### config.mk
export PLATFORM = sky130hd
export DESIGN_NAME = sh7034_ibus_master
export DESIGN_NICKNAME = d
export VERILOG_FILES = /design/src/rtl/sh7034_ibus_master.sv
export SDC_FILE = /design/constraint.sdc
export NUM_CORES = 1
export LEC_CHECK = 0
export BUFFER_PORTS_ARGS = -buffer_cell sky130_fd_sc_hd__buf_4
export CORE_MARGIN = 2
export CORE_UTILIZATION = 52
export DETAILED_ROUTE_END_ITERATION = 10
export HOLD_SLACK_MARGIN = 0.12
export PLACE_DENSITY = 0.86
export SYNTH_ARGS = -nofsm -noshare
export SYNTH_HDL_FRONTEND = slang
export SYNTH_SLANG_ARGS = --single-unit
### constraint.sdc
create_clock -name clk_i -period 3.6 [get_ports clk_i]
set_input_delay 0.18 -clock clk_i [delete_from_list [all_inputs] [get_ports clk_i]]
set_output_delay 0.18 -clock clk_i [all_outputs]
set_load 0.05 [all_outputs]
### src/rtl/sh7034_ibus_master.sv
// sh7034_ibus_master
//   Initiator side of the SH7034 internal peripheral bus (IBUS). Turns a
//   byte/word/long read/write command into one IBUS cycle. It steers the
//   byte lanes big-endian, waits out responder BUSY, and reports misaligned
//   or illegal commands, unclaimed addresses and wait-state timeouts.
//
// Parameters
//   Timeout   max CE_R samples with busy=1 before the cycle is aborted (1..255)
//   CheckAct  1: completion without ibus_act_i is reported as an error
//
// Ports
//   clk_i, rst_i           clock, synchronous active-high reset
//   ce_r_i                 rising-phase enable; all state advances on it
//   ce_f_i                 falling-phase enable (responder timing only)
//   cmd_req_i .. cmd_wdata_i  command request, held until cmd_ack_o
//   cmd_ack_o              one-clock completion pulse
//   cmd_rdata_o, cmd_err_o read data (right-justified) and error, valid with ack
//   ibus_a_o, ibus_do_o, ibus_ba_o, ibus_we_o, ibus_req_o  bus cycle outputs
//   ibus_di_i, ibus_busy_i, ibus_act_i                     responder inputs
module sh7034_ibus_master #(
    parameter int unsigned Timeout  = 255,
    parameter bit          CheckAct = 1'b1
) (
    input  logic        clk_i,
    input  logic        rst_i,
    input  logic        ce_r_i,
    input  logic        ce_f_i,
    input  logic        cmd_req_i,
    input  logic [27:0] cmd_addr_i,
    input  logic        cmd_we_i,
    input  logic [1:0]  cmd_size_i,
    input  logic [31:0] cmd_wdata_i,
    output logic        cmd_ack_o,
    output logic [31:0] cmd_rdata_o,
    output logic        cmd_err_o,
    output logic [27:0] ibus_a_o,
    output logic [31:0] ibus_do_o,
    input  logic [31:0] ibus_di_i,
    output logic [3:0]  ibus_ba_o,
    output logic        ibus_we_o,
    output logic        ibus_req_o,
    input  logic        ibus_busy_i,
    input  logic        ibus_act_i
);

    localparam logic [7:0] CntMax = 8'(Timeout - 1);

    typedef enum logic [0:0] {StIdle, StAccess} state_e;

    state_e      state_q, state_d;
    logic        ack_q, ack_d;
    logic        err_q, err_d;
    logic [31:0] rdata_q, rdata_d;
    logic [27:0] a_q, a_d;
    logic [31:0] do_q, do_d;
    logic [3:0]  ba_q, ba_d;
    logic        we_q, we_d;
    logic        req_q, req_d;
    logic [7:0]  cnt_q, cnt_d;

    logic        misaligned;
    logic [3:0]  lane_ba;
    logic [31:0] lane_do;
    logic [31:0] lane_rd;

    // ce_f_i only describes when responders sample; no logic depends on it.
    logic unused_ce_f;
    assign unused_ce_f = ce_f_i;

    // Lane steering for the incoming command.
    always_comb begin
        misaligned = 1'b0;
        lane_ba    = 4'b1111;
        lane_do    = cmd_wdata_i;
        unique case (cmd_size_i)
            2'd0: begin
                lane_ba = 4'b1000 >> cmd_addr_i[1:0];
                lane_do = {4{cmd_wdata_i[7:0]}};
            end
            2'd1: begin
                lane_ba    = cmd_addr_i[1] ? 4'b0011 : 4'b1100;
                lane_do    = {2{cmd_wdata_i[15:0]}};
                misaligned = cmd_addr_i[0];
            end
            2'd2: misaligned = (cmd_addr_i[1:0] != 2'b00);
            default: misaligned = 1'b1;
        endcase
    end

    // Pick the active read lane(s) and right-justify them.
    always_comb begin
        case (ba_q)
            4'b1000: lane_rd = {24'h0, ibus_di_i[31:24]};
            4'b0100: lane_rd = {24'h0, ibus_di_i[23:16]};
            4'b0010: lane_rd = {24'h0, ibus_di_i[15:8]};
            4'b0001: lane_rd = {24'h0, ibus_di_i[7:0]};
            4'b1100: lane_rd = {16'h0, ibus_di_i[31:16]};
            4'b0011: lane_rd = {16'h0, ibus_di_i[15:0]};
            default: lane_rd = ibus_di_i;
        endcase
    end

    always_comb begin
        state_d = state_q;
        ack_d   = 1'b0;  // pulse clears on every clock, even with ce_r_i low
        err_d   = err_q;
        rdata_d = rdata_q;
        a_d     = a_q;
        do_d    = do_q;
        ba_d    = ba_q;
        we_d    = we_q;
        req_d   = req_q;
        cnt_d   = cnt_q;
        if (ce_r_i) begin
            unique case (state_q)
                StIdle: begin
                    if (cmd_req_i) begin
                        if (misaligned) begin
                            ack_d   = 1'b1;
                            err_d   = 1'b1;
                            rdata_d = 32'h0;
                        end else begin
                            a_d     = cmd_addr_i;
                            we_d    = cmd_we_i;
                            ba_d    = lane_ba;
                            do_d    = lane_do;
                            req_d   = 1'b1;
                            cnt_d   = 8'h0;
                            state_d = StAccess;
                        end
                    end
                end
                StAccess: begin
                    if (ibus_busy_i) begin
                        if (cnt_q == CntMax) begin
                            req_d   = 1'b0;
                            ack_d   = 1'b1;
                            err_d   = 1'b1;
                            rdata_d = 32'h0;
                            state_d = StIdle;
                        end else begin
                            cnt_d = cnt_q + 8'd1;
                        end
                    end else begin
                        req_d   = 1'b0;
                        ack_d   = 1'b1;
                        state_d = StIdle;
                        if (CheckAct && !ibus_act_i) begin
                            err_d   = 1'b1;
                            rdata_d = 32'h0;
                        end else begin
                            err_d   = 1'b0;
                            rdata_d = we_q ? 32'h0 : lane_rd;
                        end
                    end
                end
                default: state_d = StIdle;
            endcase
        end
    end

    always_ff @(posedge clk_i) begin
        if (rst_i) begin
            state_q <= StIdle;
            ack_q   <= 1'b0;
            err_q   <= 1'b0;
            rdata_q <= 32'h0;
            a_q     <= 28'h0;
            do_q    <= 32'h0;
            ba_q    <= 4'h0;
            we_q    <= 1'b0;
            req_q   <= 1'b0;
            cnt_q   <= 8'h0;
        end else begin
            state_q <= state_d;
            ack_q   <= ack_d;
            err_q   <= err_d;
            rdata_q <= rdata_d;
            a_q     <= a_d;
            do_q    <= do_d;
            ba_q    <= ba_d;
            we_q    <= we_d;
            req_q   <= req_d;
            cnt_q   <= cnt_d;
        end
    end

    assign cmd_ack_o   = ack_q;
    assign cmd_err_o   = err_q;
    assign cmd_rdata_o = rdata_q;
    assign ibus_a_o    = a_q;
    assign ibus_do_o   = do_q;
    assign ibus_ba_o   = ba_q;
    assign ibus_we_o   = we_q;
    assign ibus_req_o  = req_q;

endmodule

# Word-level counts from Yosys, hierarchy flattened

Cells that the tools add are included.
Widths: inputs -> output; s select.

Register bits after elaboration: 109
Word-level logic and storage cells: 75
Output and inout bits: 100

Add/subtract/negate cells: 1
Equal/unequal tests: 15
Bitwise logic cells: 3
Shift operators: 1
Mux-type cells: 38
Reduce and logical (&&, ||, !) cells: 7

Operator list:

| kind                | count |
|---|---|
| $mux 32             | 6 |
| $pmux 32 s6         | 1 |
| $pmux 32 s2         | 2 |
| $mux 8              | 4 |
| $mux 1              | 17 |
| $pmux 8 s2          | 1 |
| $reduce_and 4->1    | 3 |
| $ne 2x2->1 const B  | 5 |
| $add 8x1->8 const B | 1 |
| $eq 4x2->1 const B  | 2 |
| $eq 4x4->1 const B  | 2 |
| $eq 8x8->1 const B  | 1 |
| $pmux 1 s2          | 4 |
| $pmux 4 s2          | 1 |
| $reduce_and 5->1    | 1 |
| $eq 4x1->1 const B  | 1 |
| $eq 4x3->1 const B  | 1 |
| $mux 4              | 1 |
| $shr 4x2->4 const A | 1 |
| $ne 3x2->1 const B  | 1 |
| $not 1->1           | 3 |
| $pmux 1 s3          | 1 |
| $eq 2x1->1 const B  | 1 |
| $eq 2x2->1 const B  | 1 |
| other kinds (3)     | 3 |

# Longest topological paths before layout

Gate-level depths: netlist of run 1.

Depth after elaboration: 6
Depth in mapped cells: 7
Depth with buffers taken out: 6

# Least setup slack after synthesis of run 1

No wires, ideal clock.

Path kind: register to register
From: register ba_q[2] (netlist: ibus_ba_o[2])
To: register rdata_q[7] (netlist: cmd_rdata_o[7])
Buffers on the path: 1
Setup slack: 1655 ps
Clock period less this slack: 1945 ps
Arrival: 1828 ps
Stages on the path, launching flop included: 6
Cell sequence: dfxtp_1 -> buf_2 -> nor3b_2 -> a22o_1 -> a221o_1 -> a32o_1

Word-level cells in the longest chain between the ends: 6

Ends and longest elaborated chain:

| what                               | line | RTL |
|---|---|---|
| from (decl)                        | 56   | `logic [3:0] ba_q, ba_d;` |
| from (signal assigned)             | 170  | `ba_q <= 4'h0;` |
| from (signal assigned)             | 181  | `ba_q <= ba_d;` |
| $eq 4x2->1 (tied with other cells) | 92   | `case (ba_q)` |
| $pmux 32 s6 *                      | 92   |  |
| $mux 32 *                          | 153  | `rdata_d = we_q ? 32'h0 : lane_rd;` |
| $mux 32 *                          | 148  | `if (CheckAct && !ibus_act_i) begin` |
| $mux 32 *                          | 134  | `if (ibus_busy_i) begin` |
| $pmux 32 s2 *                      | 115  | `unique case (state_q)` |
| to (signal assigned)               | 178  | `rdata_q <= rdata_d;` |
| to (decl)                          | 53   | `logic [31:0] rdata_q, rdata_d;` |

Every way passes the cells marked *; elsewhere a longest branch is shown, timed or not.
A chain may end at the register's enable or synchronous reset.

# Worst setup path in the final report of run 1

From: input port cmd_addr_i[1]
To: register cnt_q[0]

Word-level cells in the longest chain between the ends: 4

Ends and longest elaborated chain:

| what                              | line | RTL |
|---|---|---|
| from (decl)                       | 29   | `input logic [27:0] cmd_addr_i,` |
| $reduce_bool 2->1                 | 85   | `2'd2: misaligned = (cmd_addr_i[1:0] != 2'b00);` |
| $pmux 1 s3                        | 75   | `unique case (cmd_size_i)` |
| $ne 2x2->1 (no source line)       | -    |  |
| $reduce_and 5->1 (no source line) | -    |  |
| to (signal assigned)              | 184  | `cnt_q <= cnt_d;` |
| to (decl)                         | 59   | `logic [7:0] cnt_q, cnt_d;` |

No other way between the ends.

==> results of run 1 <==
cell usage in the layout, fill, tap and decap left out, types with 8 or more instances in the layout:
cell type,count
o21ai_1,13
mux2i_1,17
dlygate4sd3_1,58
a21oi_1,72
nor2_1,8
a22oi_1,8
buf_4,205
nand3_1,41
dfxtp_1,109
a22o_1,39
a311oi_1,11
o2bb2ai_1,15
a211oi_1,9
nand2_1,25
clkbuf_8,9
o21ai_0,49
o2111ai_1,8
Yosys cell counts (2+ instances only):
library cell  number  area share, %
a211oi_1           9            1.4
a21o_1             2           0.31
a21oi_1           72            7.5
a21oi_2            2           0.36
a222oi_1           7            1.5
a22o_1            39            7.1
a22oi_1            8            1.2
a311oi_1          11            2.0
a31oi_1            2           0.26
and2_1             2           0.26
buf_1              4           0.31
buf_2             17            1.8
buf_4              5           0.78
clkbuf_1          24            1.9
dfxtp_1          109             45
ha_1               2           0.52
inv_1              4           0.31
mux2i_1           17            3.5
nand2_1           25            1.9
nand2b_1           3           0.39
nand3_1           41            4.2
nor2_1             8           0.62
nor2_4             2           0.47
nor3_1             3           0.31
o2111ai_1          8            1.5
o21ai_0           49            5.1
o21ai_1           13            1.3
o2bb2ai_1         15            2.7
o31ai_1            2           0.31
or3_1              3           0.39
xor2_1             2           0.36
state kept, by name, indices dropped and copies added (netlist names):
signal,flops
ibus_a_o,28
state_q,1
cmd_ack_o,1
cnt_q,8
ibus_ba_o,4
cmd_err_o,1
ibus_we_o,1
cmd_rdata_o,32
ibus_do_o,32
ibus_req_o,1
power by group through the flow:
stage,sequential (uW),combinational [uW],clock (uW)
floorplan,1420,234,0
global placement,1300,552,0
detailed placement,1300,564,0
CTS,1270,616,781
global route,1280,664,824
finish,1280,630,776
worst max-delay path, stage by stage:
cell           delay (ns)
dlygate4sd3_1        0.56
buf_4                0.16
o21ai_1              0.30
a21o_2               0.47
buf_4                0.52
a21o_1               0.35
nor2_1               0.09
routing by layer:
layer	vias up	share of wire (%)	track usage [%]
li1	2487	-	-
met1	2587	38	37.7
met2	308	50	54.9
met3	59	8.6	6.89
met4	0	3.4	14.8
met5	-	0	0
through the flow:
stage / std cells / util [%] / power (uW) / area, um2 / hold WS (ns)
finish: 872 / 77.7 / 2680 / 7070 / 0.137
global route: 872 / 77.7 / 2770 / 7070 / 0.130
CTS: 872 / 77.7 / 2670 / 7070 / 0.127
detailed placement: 798 / 69.1 / 1870 / 6290 / 0.413
global placement: 798 / 69.1 / 1850 / 6290 / 0.414
floorplan: 532 / - / 1650 / 4830 / 0.313
area by class of cell:
| type | instances | share of cell area (%) |
|---|---|---|
| flip-flops and latches | 109 | 30.8 |
| well taps | 111 | 1.96 |
| multi-input cells | 368 | 34.1 |
| inverters | 5 | 0.265 |
| clock buffers | 9 | 1.75 |
| clock inverters | 7 | 1.13 |
| repair buffers | 263 | 30.0 |
cell families after synthesis:
group | after synthesis
mux | 17
compound gates | 248
simple gates | 98
fa+ha+maj | 2
xor+xnor | 3
buf+inv | 55
flops | 109
path summary, 6_finish.rpt:
check                                       to  cells after the start            start
worst max-delay path                  cnt_q[0]                      7    cmd_addr_i[1]
worst min-delay path             ibus_do_o[31]                      3  cmd_wdata_i[31]
worst max register to register        cnt_q[0]                      5          state_q
worst min register to register  cmd_rdata_o[4]                      1   cmd_rdata_o[4]
==> results.py, run 1 <==
metrics = {
    "power": {
        "p_leak_uw": 0.00295,
        "clkPwrFrac_pct": 28.9,
        "pwr-share-seq_pct": 47.6,
        "p_comb_share_pct": 23.5,
        "p_switching_uw": 856,
        "irDropWorstVdd_v": 0.000248,
        "p_int_uw": 1830,
        "power_density_nw_per_um2": 379,
        "p_sw_share_pct": 31.9,
    },
    "place": {
        "gp_congestion": 0.883,
        "dp_hpwl_um": 10700,
        "dp_slack_ns": 1.32,
        "portBuffers": 200,
    },
    "timing": {
        "relSlewSlack_pct": 12.2,
        "tns_ns": 0,
        "hold_viol_final": 0,
        "post-route-period-util_pct": 66.8,
        "rsz0062_at_grt": "false",
        "fin_ws_ns": 1.19,
        "tightest_slew_ns": 1.32,
        "skew_ns": 0.0116,
        "min_period_ns": 2.41,
        "final-max-slew-violation-count": 0,
        "fmax_ghz": 0.416,
        "setup_viol": 0,
    },
    "logic_synthesis": {
        "ys_ff_latch": 109,
        "synth_seq_area_share_pct": 45.2,
        "syn-num-nets": 636,
        "synth-xor-area-share_pct": 0.544,
        "yosys_warnings": 0,
        "synthAdderAreaFrac_pct": 0.518,
        "syn_avg_cell_area_um2": 9.08,
        "async_reset_ff_share_pct": 0,
        "synth.distinct_cells": 53,
        "synth_top_family_by_area": "compound AO/OA/AOI/OAI gates",
        "synth_compound_area_share_pct": 34.3,
        "synth_mux_area_share_pct": 3.52,
        "synthFlopType": "dfxtp_1",
        "netlist_instances": 532,
        "synthSimpleGateAreaFrac_pct": 10.8,
        "synth_enable_flop_cells": 0,
        "syn_area_um2": 4830,
    },
    "worst_setup_path": {
        "crit_arrival_ns": 2.65,
        "critPathKind": "in2reg",
        "reg2reg_slack_ns": 1.26,
        "crit_fanout": 46,
        "worstSetupEndpointType": "register",
        "start_kind": "input port",
        "critical_path_required_ns": 3.85,
    },
    "final_layout": {
        "multi_input_area_um2": 2410,
        "drive_above_1_share_pct": 31.0,
        "nNetsFinal": 860,
        "antenna_cells": 0,
        "area_growth_pct": 46.5,
        "fillCellCount": 610,
        "ff_latch_area_um2": 2180,
    },
    "detailed_routing": {
        "viasPerCell": 6.24,
        "drt_iter0_markers": 466,
        "postRouteAntennaNets": 0,
        "route.detailed.drc": 0,
        "drt-total-wl_um": 16800,
        "first_pass_iters": 7,
        "wl_per_cell_um": 19.3,
        "via_count": 5441,
    },
    "floorplanning": {
        "io_pins": 202,
        "start_util_pct": 53.0,
        "die_y_um": 100,
        "die_w_um": 100,
        "placementRows": 35,
        "core_area_um2": 9110,
        "dieArea_um2": 10100,
    },
    "worst_hold_path": {
        "hp-class": "in2reg",
    },
    "global_route": {
        "grt_pass1_vias": 5248,
        "overflow": 0,
        "grt_usage_pct": 31.8,
        "antenna_found_initial": 0,
        "grt_pass1_wl_um": 25900,
        "grt_max_degree": 73,
    },
    "clock_network": {
        "tritoncts": "built",
        "insertion_delay_ns": 0.37,
        "cts_hold_buffers": 58,
        "clockRootBuffer": "clkbuf_8",
        "clkTransAtPathRegs_ns": 0.12,
        "cts_made_buffers": 9,
        "cts_max_level": 3,
        "cts_setup_buffers": 0,
        "clkSinkCount": 109,
        "clock_path_buffers": 2,
        "cts-resized-gates": 0,
    },
    "flow_run": {
        "cap_violations": 0,
    },
    "outcome": {
        "outcome": "completed",
    },
}
Power figures use the tool's default switching activity.
==> run 2: changes to the inputs <==
Settings changed: CORE_UTILIZATION 52 to 48, PLACE_DENSITY 0.86 to 0.8.
Clock period 3.6 ns to 2.3 ns, I/O delays scaled along.
==> run 2 against run 1 <==
Hold slack better by 0.0022 ns. Setup slack got worse by 1.1 ns. Final cell count rose by 7.7%. Via count rose by 4.1%. Non-clock buffer count grew 46. Sequential power is 55% higher. Power increased by 63%. Clock power grew 68%. Core utilization about the same. Routed wire length is 7.4% higher.
==> results.py, run 2 (synthesis gave the netlist of run 1 again) <==
metrics = {
    "detailed_routing": {
        "first_pass_iters": 7,
        "postRouteAntennaNets": 0,
        "drt-total-wl_um": 18000,
        "wl_per_cell_um": 19.2,
        "route.detailed.drc": 0,
        "via_count": 5663,
        "viasPerCell": 6.03,
        "drt_iter0_markers": 500,
    },
    "worst_setup_path": {
        "worstSetupEndpointType": "register",
        "critPathKind": "in2reg",
        "critical_path_required_ns": 2.63,
        "start_kind": "input port",
        "crit_arrival_ns": 2.52,
        "crit_fanout": 44,
    },
    "final_layout": {
        "final_cell_mix": "buf_4, dfxtp_1, dlygate4sd3_1",
        "area_growth_pct": 57.2,
        "antenna_cells": 0,
        "drive_above_1_share_pct": 30.5,
        "finalInstanceArea_um2": 7590,
        "fillCellCount": 600,
        "nNetsFinal": 906,
        "final_common_cell": "buf_4",
    },
    "timing": {
        "relSlewSlack_pct": 53.3,
        "post-route-period-util_pct": 95.2,
        "fmax_ghz": 0.457,
        "final-max-slew-violation-count": 0,
        "skew_ns": 0.0129,
        "setup_viol": 0,
        "tightest_slew_ns": 0.700,
        "tns_ns": 0,
        "rsz0062_at_grt": "false",
        "min_period_ns": 2.19,
        "hold_viol_final": 0,
    },
    "global_route": {
        "overflow": 0,
        "grt_pass1_wl_um": 28300,
        "grt_pass1_vias": 5510,
        "antenna_found_initial": 0,
        "grt_max_degree": 65,
        "grt_usage_pct": 32.0,
    },
    "floorplanning": {
        "placementRows": 36,
        "io_pins": 202,
        "start_util_pct": 49.4,
        "dieArea_um2": 10900,
        "die_w_um": 104,
        "core_area_um2": 9770,
        "die_y_um": 104,
    },
    "place": {
        "portBuffers": 200,
        "gp_congestion": 0.906,
        "dp_hpwl_um": 11000,
        "placed_area_um2": 6400,
    },
    "clock_network": {
        "clockRootBuffer": "clkbuf_8",
        "cts_setup_buffers": 0,
        "clkSinkCount": 109,
        "tritoncts": "built",
        "insertion_delay_ns": 0.38,
        "clkTransAtPathRegs_ns": 0.10,
        "clock_path_buffers": 2,
        "cts_made_buffers": 9,
        "cts_max_level": 3,
    },
    "flow_run": {
        "cap_violations": 0,
    },
    "power": {
        "p_leak_uw": 0.00317,
        "power_density_nw_per_um2": 575,
        "irDropWorstVdd_v": 0.000390,
    },
    "outcome": {
        "outcome": "completed",
    },
    "worst_hold_path": {
        "hp-class": "in2reg",
    },
}
run 2: worst paths after layout:
check	from	end	slack [ns]	depth (start not counted)
worst max-delay path	ce_r_i	ibus_do_o[9]	0.11	7
worst max register to register	state_q	ibus_do_o[9]	0.19	6
worst min-delay path	ibus_di_i[7]	cmd_rdata_o[7]	0.14	3
worst min register to register	cmd_rdata_o[3]	cmd_rdata_o[3]	0.48	1
run 2: power by group:
part	switching (uW)	total (uW)	internal [uW]	leakage (uW)
sequential	44.9	1990	1950	0.000884
clock	679	1300	617	0.000106
combinational	626	1080	454	0.00218
total	1350	4370	3020	0.00317
run 2: final cells by class:
class,count,area [um2],area share (%)
Clock buffer,9,124,1.63
Clock inverter,6,93.8,1.24
Inverter,5,18.8,0.247
Multi-Input combinational cell,368,2420,31.9
Sequential cell,109,2180,28.7
Tap cell,133,166,2.19
Timing Repair Buffer,309,2580,34.0
run 2: per-layer routing:
metal / share of wire (%) / vias to the layer above / track usage, % / wire length [um]
li1: - / 2569 / - / -
met1: 38 / 2677 / 36.9 / 6830
met2: 50 / 356 / 56.4 / 9080
met3: 8.5 / 61 / 8.02 / 1530
met4: 3.3 / 0 / 12.6 / 601
met5: 0 / - / 0 / 0
run 2: worst max-delay path: stages:
cell and delay (ns):
dlygate4sd3_1 0.55, buf_4 0.14, and2_2 0.49, buf_12 0.28, a21oi_1 0.10, a311oi_1 0.23
dlygate4sd3_1 0.57
run 2: stage by stage:
stage | hold WS, ns | total power, uW | setup WS [ns] | std cells | utilization, %
floorplan | 0.248 | 2580 | 0.355 | 532 | -
global placement | 0.350 | 2920 | 0.587 | 828 | 65.5
detailed placement | 0.353 | 2940 | 0.524 | 828 | 65.5
CTS | 0.135 | 4340 | 0.0964 | 939 | 77.6
global route | 0.149 | 4510 | 0.0266 | 939 | 77.7
finish | 0.140 | 4370 | 0.110 | 939 | 77.7
run 2: repair_timing:
item                                    in CTS  in global routing
endpoints found under the setup margin       0                  2
hold buffers                                96                  0
resized for setup                            0                  3
endpoints found under the hold margin      100                  0
==> run 3: changes to the inputs <==
Settings changed: CORE_UTILIZATION 48 to 25, PLACE_DENSITY 0.8 to default.
Clock period 2.3 ns to 2.43 ns, I/O delays scaled along.
==> run 3 against run 2 <==
Routed wire length about the same. Flip-flop and latch count unchanged. Count of clock-buffer cells in the layout up 4. First-iteration DRC count down 55%. Via count down 7.3%. Combinational power down 6%. Final area up 3.6%. Highest routed layer unchanged.
==> results.py, run 3 (synthesis gave the netlist of run 1 again) <==
metrics = {
    "outcome": {
        "outcome": "completed",
    },
    "timing": {
        "rsz0062_at_grt": "false",
        "hold_viol_final": 0,
        "tns_ns": 0,
        "skew_ns": 0.00799,
        "fin_ws_ns": 0.175,
        "min_period_ns": 2.25,
        "fmax_ghz": 0.444,
        "final-max-slew-violation-count": 0,
        "setup_viol": 0,
        "relSlewSlack_pct": 54.2,
        "tightest_slew_ns": 0.682,
        "post-route-period-util_pct": 92.8,
    },
    "worst_setup_path": {
        "path_buf_inv": 4,
        "cp-startpoint": "cmd_addr_i[0]",
        "cpMostUsedCell": "dlygate4sd3_1",
        "start_kind": "input port",
        "critical_path_required_ns": 2.73,
        "crit_arrival_ns": 2.55,
        "worstSetupEndpointType": "register",
        "critPathSlowestCell": "dlygate4sd3_1",
        "cp_cell_sequence": "dlygate4sd3_1, buf_4, nor2_1, a21o_4, buf_12, a21oi_1, a311oi_1, dlygate4sd3_1",
        "r2r_cells": 6,
        "crit_fanout": 39,
        "reg2reg_slack_ns": 0.24,
        "timing.rr.start": "state_q",
        "critPathKind": "in2reg",
        "critical-path-top-delay-family": "buffers and inverters",
        "regToRegEndpoint": "ibus_do_o[11]",
        "slowest_delay_ns": 0.58,
    },
    "clock_network": {
        "cts_made_buffers": 9,
        "cts_max_level": 3,
        "clockRootBuffer": "clkbuf_16",
        "insertion_delay_ns": 0.35,
        "clkSinkCount": 109,
        "clock_path_buffers": 2,
        "clkTransAtPathRegs_ns": 0.08,
        "tritoncts": "built",
    },
    "final_layout": {
        "multi_input_area_um2": 2430,
        "final_cell_mix": "buf_4, dfxtp_1, dlygate4sd3_1",
        "drive_above_1_share_pct": 30.6,
        "finalInstanceArea_um2": 7870,
        "final_common_cell": "buf_4",
        "area_growth_pct": 62.9,
        "fillCellCount": 1871,
        "antenna_cells": 0,
        "ff_latch_area_um2": 2180,
        "nNetsFinal": 907,
    },
    "detailed_routing": {
        "viasPerCell": 4.92,
        "route.detailed.drc": 0,
        "wl_per_cell_um": 16.9,
        "via_count": 5251,
        "drt-total-wl_um": 18100,
        "drt_iter0_markers": 223,
        "first_pass_iters": 5,
        "postRouteAntennaNets": 0,
    },
    "global_route": {
        "grt_max_degree": 55,
        "grt_pass1_vias": 5144,
        "antenna_found_initial": 0,
        "grt_usage_pct": 17.1,
        "grt_pass1_wl_um": 27500,
        "overflow": 0,
    },
    "power": {
        "p_leak_uw": 0.00324,
        "irDropWorstVdd_v": 0.000329,
        "finalPower_uw": 4460,
        "power_density_nw_per_um2": 566,
    },
    "floorplanning": {
        "core_area_um2": 18800,
        "io_pins": 202,
        "placementRows": 50,
        "dieArea_um2": 20400,
        "die_y_um": 143,
        "die_w_um": 143,
        "start_util_pct": 25.6,
    },
    "worst_hold_path": {
        "min_to": "cmd_rdata_o[3]",
        "hp-class": "in2reg",
        "hold_path.startpoint": "ibus_di_i[3]",
        "hold_depth": 3,
    },
    "place": {
        "gp_congestion": 0.772,
        "dp_slack_ns": 0.552,
        "portBuffers": 200,
        "placed_area_um2": 6590,
        "dp_hpwl_um": 11900,
    },
    "flow_run": {
        "cap_violations": 0,
    },
}
-- run 3: worst max path at each step --
stage | end | depth (start not counted)
final | ibus_do_o[11] | 8
after global routing | ibus_do_o[11] | 8
after CTS | ibus_do_o[11] | 6
after detailed placement | cmd_rdata_o[7] | 4
after global placement | ibus_ba_o[0] | 5
after floorplan | cmd_rdata_o[7] | 5
-- run 3: timing repair --
item / in CTS / in global routing
setup buffers: 0 / 0
setup endpoints to repair: 0 / 2
endpoints found under the hold margin: 93 / 0
hold buffers: 95 / 0
resized for setup: 0 / 3
-- run 3: power breakdown --
group | switching, uW | leakage, uW | internal, uW
Clock | 676 | 0.000152 | 884
Sequential | 42.3 | 0.000884 | 1840
Combinational | 581 | 0.00220 | 431
Total | 1300 | 0.00324 | 3160
-- run 3: routing by layer --
layer	part of all wire [%]	wire [um]	GRT usage, %	vias up
li1	-	-	-	2572
met3	7.4	1330	5.06	17
met4	1.4	248	4.33	0
met5	0	0	0	-
met1	42	7650	21.0	2463
met2	49	8830	29.4	199
-- run 3: worst min-delay path, delay by kind of cell --
family                 cells  cell delay [ns]
AOI/OAI and AO/OA          2             0.23
buffers and inverters      1             0.09
-- run 3: final cells by class --
type | count | area share (%)
Timing Repair Buffer | 310 | 33.1
Multi-Input combinational cell | 368 | 30.8
Inverter | 5 | 0.239
Clock inverter | 3 | 0.541
Sequential cell | 109 | 27.7
Tap cell | 260 | 4.13
Clock buffer | 13 | 3.44
-- run 3: per-stage QoR --
| step | hold slack (ns) | utilization [%] | cells |
|---|---|---|---|
| 3_5_place_dp | 0.359 | 35.0 | 957 |
| 6_report | 0.135 | 41.8 | 1068 |
| 2_1_floorplan | 0.254 | - | 532 |
| 4_1_cts | 0.120 | 41.7 | 1068 |
| 5_1_grt | 0.121 | 41.8 | 1068 |
| 3_3_place_gp | 0.354 | 35.0 | 957 |
